==> config.mk <==
export PLATFORM = sky130hd
export DESIGN_NAME = fft16_output_reorder
export DESIGN_NICKNAME = d
export VERILOG_FILES = /design/src/rtl/fft16_output_reorder_pkg.sv /design/src/rtl/fft16_bank.sv /design/src/rtl/fft16_output_reorder.sv
export SDC_FILE = /design/constraint.sdc
export NUM_CORES = 2
export LEC_CHECK = 0
export CAP_MARGIN = 5
export CORE_ASPECT_RATIO = 0.9
export CORE_MARGIN = 10
export CORE_UTILIZATION = 55
export DETAILED_ROUTE_END_ITERATION = 6
export GPL_ROUTABILITY_DRIVEN = 0
export PLACE_DENSITY = 0.73
export REMOVE_ABC_BUFFERS = 1
export SETUP_SLACK_MARGIN = 0.1
export SKIP_CTS_REPAIR_TIMING = 1
export SLEW_MARGIN = 0
export SYNTH_ARGS = -nofsm -noshare
export SYNTH_HDL_FRONTEND = slang
export SYNTH_SLANG_ARGS = --single-unit
==> constraint.sdc <==
create_clock -name clk -period 35.4 [get_ports clk]
set_input_delay 7.08 -clock clk [delete_from_list [all_inputs] [get_ports clk]]
set_output_delay 7.08 -clock clk [all_outputs]
set_load 0.02 [all_outputs]
==> src/rtl/fft16_output_reorder_pkg.sv <==
// Shared constants and digit-reversal helper for the 16-point radix-4 FFT pipeline.
// The same values are used by the input select and butterfly stages.
package fft16_output_reorder_pkg;

    localparam int FFT_N     = 16;
    localparam int FFT_LANES = 4;
    localparam int FFT_LOG4  = 2;

    typedef logic [FFT_LOG4-1:0]   digit_t;
    typedef logic [2*FFT_LOG4-1:0] bin_t;

    // Swaps the two radix-4 digits of a 4-bit index.
    function automatic bin_t dig_rev4(input bin_t k);
        return {k[1:0], k[3:2]};
    endfunction

endpackage

==> src/rtl/fft16_bank.sv <==
// One 16-bin buffer of the reorder ping-pong: a 4-lane beat-indexed write port
// and a single combinational read port addressed by natural bin number.
module fft16_bank
    import fft16_output_reorder_pkg::*;
#(
    parameter int DATA_W = 32
) (
    input  logic                          clk,
    input  logic                          wr_en,
    input  digit_t                        wr_beat,
    input  logic [FFT_LANES*2*DATA_W-1:0] wr_data,
    input  bin_t                          rd_addr,
    output logic [2*DATA_W-1:0]           rd_data
);

    logic [2*DATA_W-1:0] mem_r [FFT_N];

    // Lane l of beat b holds bin 4*l+b: the arrival order {b,l} digit-reversed.
    always_ff @(posedge clk) begin
        if (wr_en) begin
            for (int l = 0; l < FFT_LANES; l++) begin
                mem_r[dig_rev4({wr_beat, digit_t'(l)})] <= wr_data[l*2*DATA_W +: 2*DATA_W];
            end
        end
    end

    assign rd_data = mem_r[rd_addr];

endmodule

==> src/rtl/fft16_output_reorder.sv <==
// FFT output stage: collects 4-lane beats into a ping-pong buffer and streams
// the 16 bins out one per cycle in natural order.
module fft16_output_reorder
    import fft16_output_reorder_pkg::*;
#(
    parameter int DATA_W = 32
) (
    input  logic              clk,
    input  logic              reset,
    input  logic              in_valid,
    output logic              in_ready,
    input  logic              in_sof,
    input  logic [DATA_W-1:0] in_real_0,
    input  logic [DATA_W-1:0] in_real_1,
    input  logic [DATA_W-1:0] in_real_2,
    input  logic [DATA_W-1:0] in_real_3,
    input  logic [DATA_W-1:0] in_im_0,
    input  logic [DATA_W-1:0] in_im_1,
    input  logic [DATA_W-1:0] in_im_2,
    input  logic [DATA_W-1:0] in_im_3,
    output logic              out_valid,
    input  logic              out_ready,
    output logic [DATA_W-1:0] out_real,
    output logic [DATA_W-1:0] out_im,
    output logic [3:0]        out_index,
    output logic              out_last,
    output logic              frame_err
);

    logic [1:0] full_r, full_next_s;
    logic       wbank_r, wbank_next_s;
    logic       rbank_r, rbank_next_s;
    digit_t     wbeat_r, wbeat_next_s;
    bin_t       rcnt_r, rcnt_next_s;
    logic       frame_err_r, frame_err_next_s;

    logic                          in_fire_s;
    logic                          out_fire_s;
    digit_t                        wr_beat_s;
    logic [FFT_LANES*2*DATA_W-1:0] wr_data_s;
    logic [2*DATA_W-1:0]           rd_a_s, rd_b_s, rd_sel_s;

    assign in_ready   = ~full_r[wbank_r];
    assign out_valid  = full_r[rbank_r];
    assign in_fire_s  = in_valid & in_ready;
    assign out_fire_s = out_valid & out_ready;
    // A start-of-frame always restarts the beat count, dropping any partial frame.
    assign wr_beat_s  = in_sof ? 2'd0 : wbeat_r;
    assign wr_data_s  = {in_real_3, in_im_3, in_real_2, in_im_2,
                         in_real_1, in_im_1, in_real_0, in_im_0};

    // Write and read pointers advance independently; they never touch the same bank.
    always_comb begin
        full_next_s      = full_r;
        wbank_next_s     = wbank_r;
        rbank_next_s     = rbank_r;
        wbeat_next_s     = wbeat_r;
        rcnt_next_s      = rcnt_r;
        frame_err_next_s = frame_err_r;
        if (in_fire_s) begin
            if (wr_beat_s == 2'd3) begin
                full_next_s[wbank_r] = 1'b1;
                wbank_next_s         = ~wbank_r;
                wbeat_next_s         = 2'd0;
            end else begin
                wbeat_next_s = wr_beat_s + 2'd1;
            end
            if (in_sof && (wbeat_r != 2'd0)) begin
                frame_err_next_s = 1'b1;
            end else begin
                frame_err_next_s = frame_err_r;
            end
        end else begin
            wbeat_next_s = wbeat_r;
        end
        if (out_fire_s) begin
            if (rcnt_r == 4'd15) begin
                full_next_s[rbank_r] = 1'b0;
                rbank_next_s         = ~rbank_r;
                rcnt_next_s          = 4'd0;
            end else begin
                rcnt_next_s = rcnt_r + 4'd1;
            end
        end else begin
            rcnt_next_s = rcnt_r;
        end
    end

    // Control state register; bank contents are deliberately left unreset.
    always_ff @(posedge clk or negedge reset) begin
        if (!reset) begin
            full_r      <= 2'b00;
            wbank_r     <= 1'b0;
            rbank_r     <= 1'b0;
            wbeat_r     <= 2'd0;
            rcnt_r      <= 4'd0;
            frame_err_r <= 1'b0;
        end else begin
            full_r      <= full_next_s;
            wbank_r     <= wbank_next_s;
            rbank_r     <= rbank_next_s;
            wbeat_r     <= wbeat_next_s;
            rcnt_r      <= rcnt_next_s;
            frame_err_r <= frame_err_next_s;
        end
    end

    fft16_bank #(.DATA_W(DATA_W)) u_bank_a (
        .clk     (clk),
        .wr_en   (in_fire_s & ~wbank_r),
        .wr_beat (wr_beat_s),
        .wr_data (wr_data_s),
        .rd_addr (rcnt_r),
        .rd_data (rd_a_s)
    );

    fft16_bank #(.DATA_W(DATA_W)) u_bank_b (
        .clk     (clk),
        .wr_en   (in_fire_s & wbank_r),
        .wr_beat (wr_beat_s),
        .wr_data (wr_data_s),
        .rd_addr (rcnt_r),
        .rd_data (rd_b_s)
    );

    assign rd_sel_s  = rbank_r ? rd_b_s : rd_a_s;
    assign out_real  = rd_sel_s[2*DATA_W-1:DATA_W];
    assign out_im    = rd_sel_s[DATA_W-1:0];
    assign out_index = rcnt_r;
    assign out_last  = (rcnt_r == 4'd15);
    assign frame_err = frame_err_r;

endmodule

==> results.sh <==
export IMPL_floorplan_rows=130
export IMPL_totalNegativeSetupSlack_ps=0
export IMPL_critical_path_arrival_ps=6030
export IMPL_hold_viol_final=0
export IMPL_route_vias_total=35708
export IMPL_synth_cell_area_sq_um=77600
export IMPL_pwr_share_comb=0.260
export IMPL_avgViaCountPerCell=6.36
export IMPL_ctsRootBufferMaster="sky130_fd_sc_hd__clkbuf_16"
export IMPL_global_route_overflow_total=0
export IMPL_fmaxAchievable_ghz=0.0763
export IMPL_max_cap_violations=0
export IMPL_floorplan_initialDensity=0.555
export IMPL_period_utilization=0.370
export IMPL_synth_seq_cells=2059
export IMPL_worst_setup_margin_ps=22290
export IMPL_ios=333
export IMPL_globalRouteTotalUtil=0.216
export IMPL_peakVddDrop_mv=0.0635
export IMPL_layout_min_cycle_time_ps=13110
export IMPL_post_dp_hpwl_mm=89.2
export IMPL_grt_pass1_wl_mm=251
export IMPL_switching_share=0.282
export IMPL_clock_power_share=0.298
export IMPL_tritoncts_num_buffers=194
export IMPL_via_count_of_the_first_global_routing_pass=36887
export IMPL_mostFrequentLayoutCell="sky130_fd_sc_hd__edfxtp_1"
export IMPL_worstSkewPairLatency_ps=810
export IMPL_synth_area_per_cell_sq_um=24.4
export IMPL_clock_skew_ps=29.1
export IMPL_fraction_of_synthesis_flops_using_an_asynchronous_set_or_reset_pin=0.00534
export IMPL_core_region_area_sq_um=140000
export IMPL_synth_top_cell_area_share=0.793
export IMPL_synth_sequential_area_ratio=0.796
export IMPL_ys_warnings_count=0
export IMPL_clock_tree_buffer_depth=3
export IMPL_drv_slew=0
export IMPL_layout_filler_cells=9080
export IMPL_num_nets_final=3859
export IMPL_layout_common_cells="sky130_fd_sc_hd__edfxtp_1 (2048), sky130_fd_sc_hd__mux4_2 (381), sky130_fd_sc_hd__clkdlybuf4s50_1 (332)"
export IMPL_die_w_um=416
export IMPL_share_seq_of_total_power=0.442
export IMPL_final_cells=5614
export IMPL_cell_leakage_power_nw=27.8
export IMPL_htree_num_levels=4
export IMPL_critical_path_max_fanout=104
export IMPL_ant_nets=0
export IMPL_vertical_die_dimension_um=376
export IMPL_maximum_number_of_pins_on_one_net_before_global_route_repair=142
export IMPL_hold_class="flip-flop to flip-flop"
export IMPL_synthFlopType="sky130_fd_sc_hd__edfxtp_1"
export IMPL_tritoncts_clock_tree="built"
export IMPL_synthesis_instances=3179
export IMPL_setup_violations_final=0
export IMPL_outcome="completed"
export IMPL_route_detailed_drc=0
export IMPL_worst_setup_path_type="flip-flop to primary output"
export IMPL_detail_route_wl_per_cell_um=30.3
export IMPL_grt_antenna_before_repair=41
export IMPL_place_port_buffers=332
export IMPL_internal_power_w=0.00484
export IMPL_place_inst=5245
export IMPL_power_density_cell_area_nw_per_um2=76.0
export IMPL_finalWirelength_mm=170
export IMPL_final_layout_size_suffix_gt1_frac=0.195
export IMPL_drt_pass1_iterations=5
export IMPL_ys_top_cells_by_area="sky130_fd_sc_hd__edfxtp_1 (79%), sky130_fd_sc_hd__mux4_2 (11%), sky130_fd_sc_hd__mux4_1 (3.8%)"
export IMPL_crit_path_start_kind="flip-flop"
export IMPL_area_growth_syn_to_layout_pct=14.5
export IMPL_yosysTopAreaCell="sky130_fd_sc_hd__edfxtp_1"
export IMPL_setup_worst_path_end_class="primary output"
export IMPL_timing_slew_headroom=0.243
export IMPL_grt_setup_unrepaired="false"
export IMPL_post_synth_num_cell_types=46
export IMPL_first_iteration_detailed_routing_drc_count=3507
export IMPL_worst_margin_slew_ps=1140
export IMPL_cp_data_required_time_ps=28320
export IMPL_clock_sinks=2059
export IMPL_synth_enable_flop_cells=2048
export IMPL_preCtsSetupSlack_ps=22900
export IMPL_cts_clk_pin_slew_worst_paths_ps=60
export IMPL_design_die_area_sq_um=156000
export IMPL_power_switching_w=0.00190
## final cells by class
type	count	area [sq um]	share of cell area
inverters	3	11.3	0.000127
well taps	1848	2310	0.0260
flip-flops and latches	2059	61800	0.696
diodes	15	37.5	0.000423
repair buffers	393	3880	0.0437
multi-input cells	942	14600	0.164
clock inverters	120	1150	0.0130
clock buffers	234	5050	0.0568
## per-layer routing
| layer | global-route usage | vias up | share of wire |
|---|---|---|---|
| li1 | - | 14873 | - |
| met2 | 0.362 | 1421 | 0.51 |
| met1 | 0.290 | 19098 | 0.40 |
| met5 | 0 | - | 0.0011 |
| met4 | 0.0647 | 28 | 0.024 |
| met3 | 0.0414 | 288 | 0.066 |
## cell usage after synthesis (5+ instances only)
library cell               number
sky130_fd_sc_hd__clkbuf_1      16
sky130_fd_sc_hd__a22oi_1       25
sky130_fd_sc_hd__buf_12         5
sky130_fd_sc_hd__nor2_1         7
sky130_fd_sc_hd__nand2_1       15
sky130_fd_sc_hd__buf_4         11
sky130_fd_sc_hd__mux4_1       111
sky130_fd_sc_hd__a21oi_1        6
sky130_fd_sc_hd__nand2b_1       5
sky130_fd_sc_hd__nand4_1        5
sky130_fd_sc_hd__nor3_1         5
sky130_fd_sc_hd__dfrtp_1       11
sky130_fd_sc_hd__clkbuf_4      10
sky130_fd_sc_hd__nand3_1       14
sky130_fd_sc_hd__mux2i_1       41
sky130_fd_sc_hd__edfxtp_1    2048
sky130_fd_sc_hd__mux4_2       381
sky130_fd_sc_hd__buf_6         49
sky130_fd_sc_hd__ha_1           5
sky130_fd_sc_hd__o22ai_1      236
sky130_fd_sc_hd__nor4_1        57
sky130_fd_sc_hd__buf_2         83
## cell families (layout without fill, tap and decap cells)
family / Yosys count / after routing / synth area share
AO/OA/AOI/OAI: 276 / 276 / 0.0226
multiplexers: 536 / 536 / 0.154
other: 0 / 15 / 0
adder cells (fa/ha/maj): 5 / 5 / 0.000806
flip-flops: 2059 / 2059 / 0.796
AND/OR/NAND/NOR: 123 / 123 / 0.00923
buffers and inverters: 178 / 750 / 0.0169
XOR/XNOR: 2 / 2 / 0.000226
## final timing paths
| path | from | end | slack (ps) | cells past startpoint |
|---|---|---|---|---|
| max | out_index[0] | out_im[14] | 22290 | 7 |
| min | frame_err | frame_err | 490 | 1 |
| max reg2reg | wbank_r | u_bank_b.mem_r[8][49] | 31010 | 5 |
| min reg2reg | frame_err | frame_err | 490 | 1 |
| max in group asynchronous | reset | out_index[0] | 28350 | 1 |
| min in group asynchronous | reset | rbank_r | 6630 | 1 |
## flip-flops by register name, summed over array words and instances (netlist names)
register,cells
u_bank_b.mem_r,1024
full_r,2
rbank_r,1
wbank_r,1
u_bank_a.mem_r,1024
frame_err,1
wbeat_r,2
out_index,4
## worst max-delay path: stages, from the launching register on
cell                              delay [ps]
sky130_fd_sc_hd__dfrtp_4                 960
sky130_fd_sc_hd__buf_12                  580
sky130_fd_sc_hd__buf_4                   700
sky130_fd_sc_hd__buf_4                   800
sky130_fd_sc_hd__mux4_1                  420
sky130_fd_sc_hd__o22ai_1                 100
sky130_fd_sc_hd__nor4_1                  660
sky130_fd_sc_hd__clkdlybuf4s50_1         740
## power by group through the flow
stage	sequential (W)	combinational (W)	clock, W
2_1_floorplan	0.00330	0.00180	0
3_3_place_gp	0.00302	0.00177	0
3_5_place_dp	0.00303	0.00178	0
4_1_cts	0.00298	0.00179	0.00205
5_1_grt	0.00300	0.00186	0.00215
6_report	0.00298	0.00176	0.00201
## stage by stage
| step | power [W] | instance area [sq um] | hold slack (ps) | util |
|---|---|---|---|---|
| after floorplan | 0.00510 | 76300 | 467 | - |
| after global placement | 0.00479 | 82600 | 467 | 0.590 |
| after detailed placement | 0.00481 | 82600 | 476 | 0.590 |
| after CTS | 0.00682 | 88800 | 494 | 0.635 |
| after global routing | 0.00701 | 88800 | 505 | 0.635 |
| final | 0.00675 | 88800 | 488 | 0.635 |
Power figures use the tool's default switching activity.
